**src/rtl/classifier_stream_encoder.sv**
```systemverilog
// classifier_stream_encoder
// Readback path for the BNN classifier result. On a start request the score
// vector is snapshotted, the argmax class is found with one comparison per
// cycle, and a framed byte stream (header, scores, argmax index, XOR
// checksum) is sent back toward the host over a valid/ready byte interface.

module classifier_stream_encoder #(
    parameter int          N_CLASSES = 10,
    parameter int          SCORE_W   = 5,
    parameter logic [7:0]  HEADER    = 8'hA5,
    parameter int          IDX_W     = $clog2(N_CLASSES)
) (
    input  logic                                usb_clk,
    input  logic                                rst,
    input  logic                                start,
    input  logic [N_CLASSES-1:0][SCORE_W-1:0]   values_i,
    output logic [7:0]                          data_o,
    output logic                                valid_o,
    input  logic                                ready_i,
    output logic                                busy,
    output logic                                done,
    output logic [IDX_W-1:0]                    class_o
);

    // The argmax counter has to reach N_CLASSES itself (one past the last
    // class) so that the ARGMAX state lasts exactly N_CLASSES cycles.
    localparam int CNT_W = $clog2(N_CLASSES + 1);

    typedef enum logic [2:0] {
        S_IDLE,
        S_ARGMAX,
        S_HDR,
        S_SCORE,
        S_IDX,
        S_CHK
    } state_t;

    state_t                               state;
    state_t                               next_state;

    logic [N_CLASSES-1:0][SCORE_W-1:0]    snapshot;
    logic [IDX_W-1:0]                     best_idx;
    logic [SCORE_W-1:0]                   best_val;
    logic [CNT_W-1:0]                     arg_cnt;
    logic [IDX_W-1:0]                     byte_cnt;
    logic [7:0]                           chk;

    logic                                 handshake;
    logic                                 argmax_last;
    logic                                 score_last;
    logic [SCORE_W-1:0]                   cur_score;

    assign handshake   = valid_o && ready_i;
    assign argmax_last = (arg_cnt == CNT_W'(N_CLASSES));
    assign score_last  = (byte_cnt == IDX_W'(N_CLASSES - 1));
    assign cur_score   = snapshot[arg_cnt[IDX_W-1:0]];

    // State register; reset abandons any frame in flight immediately.
    always_ff @(posedge usb_clk or posedge rst) begin
        if (rst) begin
            state <= S_IDLE;
        end else begin
            state <= next_state;
        end
    end

    // Next-state logic: byte states only move forward on a handshake.
    always_comb begin
        next_state = state;
        case (state)
            S_IDLE: begin
                if (start) begin
                    next_state = S_ARGMAX;
                end
            end
            S_ARGMAX: begin
                if (argmax_last) begin
                    next_state = S_HDR;
                end
            end
            S_HDR: begin
                if (handshake) begin
                    next_state = S_SCORE;
                end
            end
            S_SCORE: begin
                if (handshake && score_last) begin
                    next_state = S_IDX;
                end
            end
            S_IDX: begin
                if (handshake) begin
                    next_state = S_CHK;
                end
            end
            S_CHK: begin
                if (handshake) begin
                    next_state = S_IDLE;
                end
            end
            default: begin
                next_state = S_IDLE;
            end
        endcase
    end

    // Stream outputs are decoded from the state and held registers, so the
    // byte on data_o cannot change while the sink is stalling.
    always_comb begin
        valid_o = 1'b0;
        data_o  = 8'h00;
        busy    = (state != S_IDLE);
        case (state)
            S_HDR: begin
                valid_o = 1'b1;
                data_o  = HEADER;
            end
            S_SCORE: begin
                valid_o = 1'b1;
                data_o  = 8'(snapshot[byte_cnt]);
            end
            S_IDX: begin
                valid_o = 1'b1;
                data_o  = 8'(best_idx);
            end
            S_CHK: begin
                valid_o = 1'b1;
                data_o  = chk;
            end
            default: begin
                valid_o = 1'b0;
                data_o  = 8'h00;
            end
        endcase
    end

    // Snapshot capture and the serial argmax scan, one class per cycle;
    // a strict greater-than keeps the lowest index on ties.
    always_ff @(posedge usb_clk or posedge rst) begin
        if (rst) begin
            snapshot <= '0;
            best_idx <= '0;
            best_val <= '0;
            arg_cnt  <= '0;
            class_o  <= '0;
        end else begin
            case (state)
                S_IDLE: begin
                    if (start) begin
                        snapshot <= values_i;
                        best_idx <= '0;
                        best_val <= values_i[0];
                        arg_cnt  <= CNT_W'(1);
                    end
                end
                S_ARGMAX: begin
                    if (!argmax_last) begin
                        if (cur_score > best_val) begin
                            best_idx <= arg_cnt[IDX_W-1:0];
                            best_val <= cur_score;
                        end
                        arg_cnt <= arg_cnt + CNT_W'(1);
                    end else begin
                        class_o <= best_idx;
                    end
                end
                default: begin
                end
            endcase
        end
    end

    // Score byte counter, running checksum and the end-of-frame done pulse.
    always_ff @(posedge usb_clk or posedge rst) begin
        if (rst) begin
            byte_cnt <= '0;
            chk      <= 8'h00;
            done     <= 1'b0;
        end else begin
            done <= 1'b0;
            case (state)
                S_IDLE: begin
                    if (start) begin
                        byte_cnt <= '0;
                        chk      <= 8'h00;
                    end
                end
                S_HDR, S_IDX: begin
                    if (handshake) begin
                        chk <= chk ^ data_o;
                    end
                end
                S_SCORE: begin
                    if (handshake) begin
                        chk      <= chk ^ data_o;
                        byte_cnt <= byte_cnt + IDX_W'(1);
                    end
                end
                S_CHK: begin
                    if (handshake) begin
                        done <= 1'b1;
                    end
                end
                default: begin
                end
            endcase
        end
    end

endmodule

```
**config.mk**
```make
export PLATFORM = sky130hd
export DESIGN_NAME = classifier_stream_encoder
export DESIGN_NICKNAME = d
export VERILOG_FILES = /design/src/rtl/classifier_stream_encoder.sv
export SDC_FILE = /design/constraint.sdc
export NUM_CORES = 1
export LEC_CHECK = 0
export ABC_AREA = 1
export ABC_CLOCK_PERIOD_IN_PS = 6550
export CAP_MARGIN = 10
export CORE_UTILIZATION = 45
export CTS_BUF_LIST = sky130_fd_sc_hd__clkbuf_8
export DETAILED_ROUTE_END_ITERATION = 10
export DONT_BUFFER_PORTS = 1
export PLACE_DENSITY_LB_ADDON = 0.1
export SKIP_LAST_GASP = 1
export SLEW_MARGIN = 40
export SYNTH_ARGS = -nofsm -noshare
export SYNTH_HDL_FRONTEND = slang
export SYNTH_SLANG_ARGS = --single-unit
```
**constraint.sdc**
```tcl
create_clock -name usb_clk -period 6.55 [get_ports usb_clk]
set_input_delay 1.31 -clock usb_clk [delete_from_list [all_inputs] [get_ports usb_clk]]
set_output_delay 1.31 -clock usb_clk [all_outputs]
set_load 0.02 [all_outputs]
```
==> key figures <==
Placement
  • Dpl cell area: 4720 µm²
  • Post-place setup slack: between 3000 and 4000 ps
  • HPWL after DPL: slightly below 9000 µm
  • Global placement routability congestion: ~0.97
  • Buffers on Ports: 0

Routing
  • Initial DRC count: 277
  • Antenna-violating nets left: 0
  • DR vias/cell: 5.45
  • WL/cell: approximately 16 µm
  • Routed wire length: ~12000 µm
  • Vias post-DR: 4164
  • Pre-antenna DRT Iters: 7
  • DRC viols: 0

Critical path
  • Worst EP arrival: around 2500 ps
  • Crit path from: byte_cnt[0]
  • Crit Reg-Reg Endpoint: best_val[2]
  • CP required: between 5000 and 6000 ps
  • R2r setup slk: ~3500 ps
  • Worst setup path category: flip-flop to output port
  • Nature of the critical path startpoint: flip-flop
  • Setup crit end kind: output port
  • Worst R2R Path Depth: 16
  • Worst Path Max Fanout: 20
  • FF-to-FF Start: arg_cnt[0]

Layout
  • Finished Cell Area: about 5000 µm²
  • Antenna cells: 0
  • Fill cells: roughly 1000
  • Layout cell share with drive strength beyond 1: 7.45%
  • Most frequent cells in the layout: nand2_1 (181), o21ai_0 (84), dfrtp_1 (83), inv_1 (68), nand3_1 (64)
  • Final net count: between 600 and 700
  • Area Growth Syn to Fin: 7.04%
  • Commonest non-fill, non-tap cell in the layout: nand2_1

Min path
  • WHS Endpoint: chk[6]
  • Hold path depth: 2
  • Hold Startpoint: chk[6]
  • Worst hold path type: flip-flop to flip-flop

Timing
  • Fin crit share: between 50 and 60%
  • Clk_skew: approximately 9.3 ps
  • WHS: 471 ps
  • Setup TNS: 0 ps
  • Final Slew Violations: 0
  • RSZ-0062 raised after global routing: no
  • Max_slew headroom: about half
  • Hold Vio Cnt, Final: 0
  • PnR worst setup slack: about 2800 ps
  • Setup Viol. Count Final: 0
  • Maximum clock frequency: approximately 260 MHz
  • Worst Tran Pin Value: between 700 and 800 ps
  • Minimum clock period after layout: 3790 ps

Clock tree
  • Clock tree sinks: between 80 and 90
  • Cts hold-fix bufs: 0
  • Post-CTS setup buffer count: 0
  • CTS tree: built
  • Clock latency on the worst-skew pair: 370 ps
  • CTS resizes: 0
  • Clock edge transition at the registers on the reported setup and hold paths: roughly 80 ps
  • Cts bufs inserted: 9
  • CTS root buf: clkbuf_8
  • Max H-tree Level: 3
  • Worst-case clock buffer depth: 2

Pwr
  • LEAKAGE: 2.40 nW
  • Overall power: around 2.6 mW
  • Pwr Density: between 500 and 600 nW/µm²
  • VDD IR max: 0.178 mV

Global routing
  • Vias in the first global route: slightly below 4000
  • Initial antenna violation count: 0
  • GRT Total Usage: between 20% and 30%
  • Maximum number of pins on one net before global-route repair: 84
  • First-pass GRT wire length: ~20000 µm
  • Total grt overflow: 0

Floorplan
  • Io pins: 69
  • Initial Util: roughly 47%
  • Placeable Area: just under 10000 µm²
  • Die area: between 10000 and 15000 µm²
  • Die Y: a little over 100 µm
  • FP Rows: 36
  • Die X-Extent: a little over 100 µm

Synthesis
  • Simple-gate share of the synthesized area: between 20% and 30%
  • Yosys reg bits: 83
  • Syn Area/Cell: slightly above 7 µm²
  • XOR/XNOR Fraction of Synth Area: less than 1%
  • Mux cell area share after synthesis: 0%
  • Largest family of logic cells by synthesized area: simple AND/OR/NAND/NOR gates
  • Post-synth cell types: 31
  • Adder-cell share of the synthesized area: 2.42%
  • Gate Count Post-Synth: between 600 and 700
  • Compound-Gate Fraction of Synth Area: between 10% and 20%
  • Syn_nets: 703
  • Ys Warns: 0
  • Area of the mapped netlist: ~4700 µm²
  • Register area share after synthesis: 44.6%

Run status
  • Outcome: complete, no violations

Flow run
  • Max-cap viol count: 0
[registers in the layout, indices dropped and copies added (netlist names)]
register / flops
best_idx: 4
done: 1
best_val: 5
chk: 8
state: 3
snapshot: 50
byte_cnt: 4
arg_cnt: 4
class_o: 4
[stage by stage]
step / utilization, % / cells
6_report: 50.3 / 764
5_1_grt: 50.3 / 764
4_1_cts: 50.2 / 764
3_5_place_dp: 47.7 / 748
3_3_place_gp: 47.6 / 748
2_1_floorplan: - / 640
[worst max-delay path by stage]
stage,endpoint,slack [ps],cells after the start
CTS,data_o[0],2780,9
global placement,data_o[0],3210,9
global route,data_o[1],2600,9
floorplan,arg_cnt[0],3100,1
detailed placement,data_o[0],3200,9
finish,data_o[0],2760,9
[cell families (layout without fill, tap and decap cells)]
group	Yosys count	count (layout)
flip-flops	83	83
buffers and inverters	109	100
adder cells (fa/ha/maj)	9	9
AND/OR/NAND/NOR	297	297
AO/OA/AOI/OAI	141	141
XOR/XNOR	1	1
[layout make-up]
class	instances	area (µm²)	area share [%]
clock buffer	9	124	2.49
clock inverter	7	133	2.66
sequential	83	2080	41.7
timing repair buffer	5	43.8	0.879
tap	133	166	3.34
inverter	79	298	5.98
multi-input combinational	448	2140	43.0
[power by group]
group          internal [mW]  switching (mW)
combinational          0.370           0.844
sequential             0.732           0.160
clock                  0.288           0.186
total                   1.39            1.19
[layer usage]
metal | wire length, µm | track usage [%]
met1 | 5880 | 36.2
met4 | 171 | 6.94
met2 | 5170 | 34.6
met3 | 928 | 5.85
met5 | 0 | 0
[cell usage after synthesis, drive strengths merged]
cell type	n	share of area, %
ha	9	2.4
clkbuf	14	1.1
nand2	186	15
nor2	34	3.1
buf	16	1.9
a211oi	2	0.32
dfrtp	83	45
nor3	7	1.3
o21ai	100	11
clkinv	2	0.16
nand4	3	0.40
o31ai	1	0.16
nand3	66	7.3
inv	77	6.2
a22oi	1	0.27
nor3b	1	0.16
xor2	1	0.19
a21oi	37	4.1
[worst max-delay path, stage by stage (launching register included)]
cell,delay [ps]
dfrtp_1,720
buf_4,360
inv_2,190
nand2_1,100
nand3_1,110
nand3_1,140
nand3_1,110
nand2_1,90
nand2_1,50
nand2_1,230
Power figures use the tool's default switching activity.
